## src/rtl/bp_update_queue.sv

```systemverilog
// Branch-update queue in front of the checkpointed BTB pair; each entry remembers its bank.
// Optional PC/tag coalescing of resident entries is enabled by defining BP_UPDQ_COALESCE_EN.
package ariane_pkg;
    localparam int unsigned VLEN = 64;
    typedef struct packed {
        logic            valid;
        logic [VLEN-1:0] pc;
        logic [VLEN-1:0] target_address;
    } btb_update_t;
endpackage

module bp_update_queue #(
    parameter int unsigned DEPTH = 4
) (
    input  logic                      clk_i,
    input  logic                      rst_ni,
    input  logic                      flush_i,
    input  logic                      stall_i,
    input  logic                      checkpoint_mode_i,
    input  ariane_pkg::btb_update_t   resolved_update_i,
    output ariane_pkg::btb_update_t   btb_update_o,
    output logic                      checkpoint_mode_o,
    output logic                      full_o,
    output logic                      empty_o,
    output logic [$clog2(DEPTH+1)-1:0] count_o,
    output logic                      overflow_o,
    output logic [15:0]               drop_cnt_o
);
    localparam int unsigned PW = $clog2(DEPTH);
    localparam int unsigned CW = $clog2(DEPTH+1);
    typedef logic [ariane_pkg::VLEN-1:0] addr_t;

    addr_t             pc_q  [DEPTH];
    addr_t             tgt_q [DEPTH];
    logic [DEPTH-1:0]  tag_q;
    logic [PW-1:0]     rd_ptr_q, wr_ptr_q;
    logic [CW-1:0]     cnt_q;
    logic [15:0]       drop_q;

    logic empty, full, pop, in_vld, coalesce, push, drop;

    assign empty  = (cnt_q == '0);
    assign full   = (cnt_q == CW'(DEPTH));
    assign pop    = !empty && !stall_i && !flush_i;
    assign in_vld = resolved_update_i.valid && !flush_i;

`ifdef BP_UPDQ_COALESCE_EN
    logic          hit_any;
    logic [PW-1:0] hit_idx, scan_idx;

    // Scan oldest to youngest so the youngest matching entry wins; the head is
    // skipped when it leaves this cycle.
    always_comb begin
        hit_any  = 1'b0;
        hit_idx  = '0;
        scan_idx = '0;
        for (int a = 0; a < DEPTH; a++) begin
            scan_idx = rd_ptr_q + PW'(a);
            if (CW'(a) < cnt_q && !(a == 0 && pop) &&
                pc_q[scan_idx] == resolved_update_i.pc &&
                tag_q[scan_idx] == checkpoint_mode_i) begin
                hit_any = 1'b1;
                hit_idx = scan_idx;
            end
        end
    end
    assign coalesce = in_vld && hit_any;
`else
    assign coalesce = 1'b0;
`endif

    assign push = in_vld && !coalesce && (!full || pop);
    assign drop = in_vld && !coalesce && full && !pop;

    always_ff @(posedge clk_i or negedge rst_ni) begin
        if (!rst_ni) begin
            rd_ptr_q <= '0;
            wr_ptr_q <= '0;
            cnt_q    <= '0;
            drop_q   <= '0;
        end else begin
            if (flush_i) begin
                rd_ptr_q <= '0;
                wr_ptr_q <= '0;
                cnt_q    <= '0;
            end else begin
                if (push) wr_ptr_q <= wr_ptr_q + 1'b1;
                if (pop)  rd_ptr_q <= rd_ptr_q + 1'b1;
                cnt_q <= cnt_q + CW'(push) - CW'(pop);
            end
            if (drop && drop_q != 16'hFFFF) drop_q <= drop_q + 16'd1;
        end
    end

    // Payload storage needs no reset: occupancy is tracked by cnt_q alone.
    always_ff @(posedge clk_i) begin
        if (push) begin
            pc_q[wr_ptr_q]  <= resolved_update_i.pc;
            tgt_q[wr_ptr_q] <= resolved_update_i.target_address;
            tag_q[wr_ptr_q] <= checkpoint_mode_i;
        end
`ifdef BP_UPDQ_COALESCE_EN
        else if (coalesce) begin
            tgt_q[hit_idx] <= resolved_update_i.target_address;
        end
`endif
    end

    always_comb begin
        btb_update_o = '0;
        if (pop) begin
            btb_update_o.valid          = 1'b1;
            btb_update_o.pc             = pc_q[rd_ptr_q];
            btb_update_o.target_address = tgt_q[rd_ptr_q];
        end
    end

    assign checkpoint_mode_o = empty ? checkpoint_mode_i : tag_q[rd_ptr_q];
    assign full_o            = full;
    assign empty_o           = empty;
    assign count_o           = cnt_q;
    assign overflow_o        = drop;
    assign drop_cnt_o        = drop_q;

endmodule

```

## config.mk

```make
export PLATFORM = sky130hd
export DESIGN_NAME = bp_update_queue
export DESIGN_NICKNAME = d
export VERILOG_FILES = /design/src/rtl/bp_update_queue.sv
export SDC_FILE = /design/constraint.sdc
export NUM_CORES = 1
export LEC_CHECK = 0
export ABC_AREA = 1
export CAP_MARGIN = 20
export CORE_MARGIN = 10
export CORE_UTILIZATION = 55
export DETAILED_ROUTE_END_ITERATION = 10
export GPL_TIMING_DRIVEN = 0
export PLACE_DENSITY_LB_ADDON = 0.3
export SLEW_MARGIN = 20
export SYNTH_ARGS = -nofsm -noshare
export SYNTH_HDL_FRONTEND = slang
export SYNTH_SLANG_ARGS = --single-unit
```

## constraint.sdc

```tcl
create_clock -name clk_i -period 15.3 [get_ports clk_i]
set_clock_uncertainty 0.1 [all_clocks]
set_input_delay 2.295 -clock clk_i [delete_from_list [all_inputs] [get_ports clk_i]]
set_output_delay 2.295 -clock clk_i [all_outputs]
set_load 0.05 [all_outputs]
```

Word level (Yosys, flattened, before mapping)
Memory sizes are Yosys's and may differ from the RTL's.
Index checks and enable logic that the tools add are counted.

storage, ports and cells
  register bits = 27
  latch bits = 0
  memory bits (writable) = 512
  bits in read-only memories = 0
  input port bits = 134
  memories = 2

memories
  memory  depth  width  read ports  clocked after memory_dff  wr ports  RTL line  RTL
  pc_q    4      64     1           0                         1         33        addr_t pc_q [DEPTH];
  tgt_q   4      64     1           0                         1         34        addr_t tgt_q [DEPTH];

operators by class
  add/subtract/negate cells = 5
  $mul = 0
  div/mod/pow operators = 0
  $lt $le $gt $ge = 3
  equality and inequality tests = 2
  shift operators = 0
  mux-type cells = 14
  bitwise operators = 0
  reduce and logical (&&, ||, !) cells = 17

operators with widths
  kind                                                        count
  two-way mux 129 bit                                         1
  adder 16 x 1 -> 16 bit, second input constant               1
  inequality test 16 bit, second input constant               1
  logical AND 1 bit                                           8
  two-way mux 2 bit                                           4
  less-than comparator 2 x 3 -> 1 bit, second input constant  2
  zero test 1 bit                                             5
  two-way mux 1 bit                                           5
  adder 2 x 1 -> 2 bit, second input constant                 2
  bitwise mux 4 bit                                           1
  nonzero test 2 bit                                          2
  adder 3 x 1 -> 3 bit                                        1
  == test 3 bit, second input constant                        1
  zero test 3 bit                                             1
  two-way mux 3 bit                                           1
  subtractor 3 x 1 -> 3 bit                                   1
  binary-select mux 1 bit (select 2 bit)                      1
  demux 1 bit (select 2 bit)                                  1
  >= comparator 2 x 1 -> 1 bit, second input constant         1
  logical OR 1 bit                                            1

Longest topological paths before layout
  word-level depth = 9
  gate-level depth with buffers = 12

Least setup slack after synthesis
Ideal clock, no wire load.

  path type = input to register
  start point = in flush_i
  end point = mem pc_q[0][0] (netlist bit), enable pin
  library setup time = 619 ps
  arrival = 7987 ps
  required time = 14581 ps
  slack = 6594 ps
  cell stages on the path = 5
  cells stage by stage = inv_2 -> nand2_1 -> inv_1 -> nand2_1 -> nor2_1

between the ends
  word-level cells in the longest chain between the ends = 6
  elaborated cells between the ends (all ways) = 7
  those cells by class = mux: 2; reduce/logical: 5

ends and longest elaborated chain
  item                                       RTL line  RTL
  start, declared                            17        input logic flush_i,
  zero test 1 bit *                          44, 45
  logical AND 1 bit                          44        assign pop = !empty && !stall_i && !flush_i;
  logical OR 1 bit                           72        assign push = in_vld && !coalesce && (!full || pop);
  logical AND 1 bit *                        72
  two-way mux 1 bit *                        97        if (push) begin
  two-way mux 1 bit (implied by the code) *  98        pc_q[wr_ptr_q] <= resolved_update_i.pc;
  end, declared                              33

Mark *: on every way between the ends. The rest lies on a longest branch, timed or not.

==> flow_metrics.tcl <==
set metrics [dict create \
    ys_top_cells_by_count "nor2_1 (546), edfxtp_1 (516), o21ai_0 (243), a21oi_1 (129), nand2_1 (73)" \
    drv_slew 0 \
    syn-cell-area_sq_um 21390 \
    seqCellArea_sq_um 16070 \
    fill_cells 2597 \
    synth_cell_type_count 28 \
    worstSetupStartpointType "input port" \
    hpwl_mm 37.90 \
    initial_core_util_pct 55.46 \
    grt-ovfl-total 0 \
    cp_top_family "buffers and inverters" \
    synth_top_area_cell "edfxtp_1" \
    min_to "drop_cnt_o[0]" \
    drt_iter0_drc 1446 \
    powerDensity_nw_per_um2 145.5 \
    ys.warnings.count 0 \
    rsz0062_at_grt "false" \
    core_sq_um 38560 \
    worst-path-buf-inv 5 \
    switchingPower_mw 1.259 \
    syn2layout_area_growth_pct 27.09 \
    clkSlewWorstSetupHoldPaths_ns 0.06 \
    die_h_um 217.2 \
    comb_power_share_pct 24.9 \
    grt_max_degree 24 \
    crit_path_end_kind "output port" \
    cts_setup_buffers 0 \
    cts_resized 0 \
    crit_required_ns 12.90 \
    cp_max_fo 10 \
    port_buffers 285 \
    grt.total_usage_pct 23.78 \
    worstSetupPathDepth 7 \
    grt_pass1_vias 14910 \
    clockBufferDepth 3 \
    hold_ws_ns 0.4691 \
    path_cells "clkdlybuf4s50_1, inv_2, nand3_2, buf_2, buf_2, a21oi_1, clkdlybuf4s50_1" \
    ir_drop_uv 103.6 \
    tns_ns 0 \
    routedWlPerCell_um 21.62 \
    die_w_um 217.2 \
    syn-num-nets 1879 \
    hold_violations 0 \
    netlist_top_cells_area "edfxtp_1 (72%), nor2_1 (9.6%), o21ai_0 (5.7%), a21oi_1 (3.0%), dfrtp_1 (2.7%)" \
    min-delay-start "drop_cnt_o[0]" \
    htreeDepth 2 \
    synthCells 1738 \
    post-route-period-util_pct 48.54 \
    synth_most_common_cell "nor2_1" \
    cts.sinks 539 \
    root_buffer "clkbuf_16" \
    cpPeakStageDelay_ns 0.88 \
    rrSetupSlack_ns 12.41 \
    r2r-start "count_o[1]" \
    grt_first_pass_wirelength_mm 86.95 \
    switching_share_pct 31.84 \
    slowest_stage "clkdlybuf4s50_1" \
    yosysTopAreaCellShare_pct 72.45 \
    ys_async_sr_fraction_pct 4.267 \
    leakagePower_nw 9.417 \
    firstDrtPassIters 5 \
    routed_wl_mm 57.65 \
    layout.nets 2244 \
    whs_path_depth 2 \
    min_period_ns 7.427 \
    die_area_sq_um 47170 \
    multi_input_area_sq_um 4730 \
    insertion_delay_ns 0.58 \
    synth-edff-count 516 \
    hold_path.class "flip-flop to flip-flop" \
    ys.flop_type "edfxtp_1" \
    yosysSeqAreaShare_pct 75.15 \
    reg2reg_to "tgt_q[0][62]" \
    cts.hold.buffers_added 0 \
    synth.avg_cell_area_sq_um 12.30 \
    vias 15080 \
    drt-vias-per-instance 5.656 \
    drc 0 \
    ys_seq_elements 539 \
    max-cap-violations 0 \
    place_congestion 0.8407 \
    worstMarginPinSlew_ns 0.7683 \
    max_slew_margin_pct 48.66 \
    outcome "finished clean" \
    setup_viol 0 \
    postRouteAntennaNets 0 \
    drive_gt1_share_pct 9.193 \
    internal_power_mw 2.695 \
    timing.fmax_mhz 134.7 \
    cts_tree "yes" \
    antenna_found_initial 9 \
    reg2reg_depth 8 \
    power.share.clock_pct 31.2 \
    io_pins 286 \
    numCtsBuffers 53 \
    rows 72 \
    critPathKind "input port to output port" \
    arrival_ns 5.03 \
    seqPwrFrac_pct 43.9 \
]
-- layer usage --
metal	global-route usage, %	up-vias	wire (um)
met5	0	-	34
met4	8.856	6	1744
met3	4.646	106	4840
met2	39.26	744	28600
met1	30.83	7365	22430
li1	-	6859	-
-- logic make-up (layout without fill, tap and decap cells) --
logic type | Yosys count | count (layout) | share of synthesized area (%)
and+or+nand+nor | 649 | 649 | 11.74
buffers and inverters | 136 | 541 | 2.879
other | 0 | 5 | 0
adders and majority gates | 7 | 7 | 0.4446
xor gates and xnor gates | 6 | 6 | 0.2457
AOI/OAI and AO/OA | 401 | 401 | 9.543
DFF | 539 | 539 | 75.15
-- worst max path at each step --
stage | from | endpoint | slack, ns
after floorplan | flush_i | pc_q[0][0] | 6.59
after global placement | flush_i | pc_q[1][2] | 1.69
after detailed placement | flush_i | btb_update_o[50] | 7.88
after global routing | flush_i | btb_update_o[115] | 7.72
after CTS | flush_i | btb_update_o[50] | 7.86
final | flush_i | btb_update_o[45] | 7.87
-- sequential cells by signal, indices dropped and copies added, names as in the netlist --
signal	flops
drop_cnt_o	16
wr_ptr_q	2
rd_ptr_q	2
pc_q	256
tag_q	4
count_o	3
tgt_q	256
-- final cells by class --
type                    instances  area share, %
plain buffers                 102          1.795
diodes                          5        0.04604
clock inverters                34         0.8655
clock buffers                  61          5.147
repair buffers                310          12.76
well taps                     518          2.385
flip-flops and latches        539          59.13
inverters                      34         0.4696
multi-input cells            1063          17.40
-- worst register-to-register path, cell delays in order, from the launching register on --
cell and delay (ns):
dfrtp_1 0.47, nor2_2 0.08, o211ai_1 0.09, nand2_1 0.28, nor2_4 0.67, buf_16 0.26
buf_12 0.22, buf_12 0.23, buf_16 0.20
-- power groups by stage --
stage / clock (mW) / sequential, mW / combinational [mW]
floorplan: 0 / 1.82 / 0.549
global placement: 0 / 1.78 / 0.933
detailed placement: 0 / 1.76 / 0.979
CTS: 1.25 / 1.73 / 0.987
global route: 1.31 / 1.74 / 1.06
finish: 1.23 / 1.74 / 0.984
-- cells in the final DEF (no fill, tap or decap), types with 2 or more instances in the layout --
| cell | count |
|---|---|
| clkbuf_1 | 32 |
| ha_1 | 6 |
| buf_1 | 8 |
| o21ai_2 | 8 |
| nand2_1 | 73 |
| dfrtp_1 | 23 |
| o21ai_0 | 243 |
| buf_4 | 3 |
| nor2_4 | 6 |
| inv_2 | 4 |
| nand4_1 | 5 |
| xor2_1 | 5 |
| inv_1 | 30 |
| a21oi_1 | 129 |
| clkbuf_2 | 22 |
| edfxtp_1 | 516 |
| buf_6 | 2 |
| clkinv_1 | 16 |
| o21ai_1 | 19 |
| bufinv_16 | 3 |
| buf_12 | 9 |
| nand2_2 | 7 |
| buf_2 | 42 |
| nor2_1 | 542 |
| buf_16 | 16 |
| nand3_1 | 11 |
| clkinv_2 | 12 |
| nor2_2 | 4 |
| clkbuf_16 | 55 |
| diode_2 | 5 |
| clkdlybuf4s50_1 | 284 |
-- through the flow --
step           setup WS (ns)  utilization (%)  total power, mW  area, sq um  std cells
6_report               7.873            70.49            3.953        27180       2666
5_1_grt                7.716            70.48            4.111        27180       2665
4_1_cts                7.856            70.47            3.968        27170       2661
3_5_place_dp           7.880            66.23            2.743        25540       2566
3_3_place_gp           1.686            64.54            2.717        24890       2541
2_1_floorplan          6.594                -            2.367        21390       1738
Power figures use the tool's default switching activity.
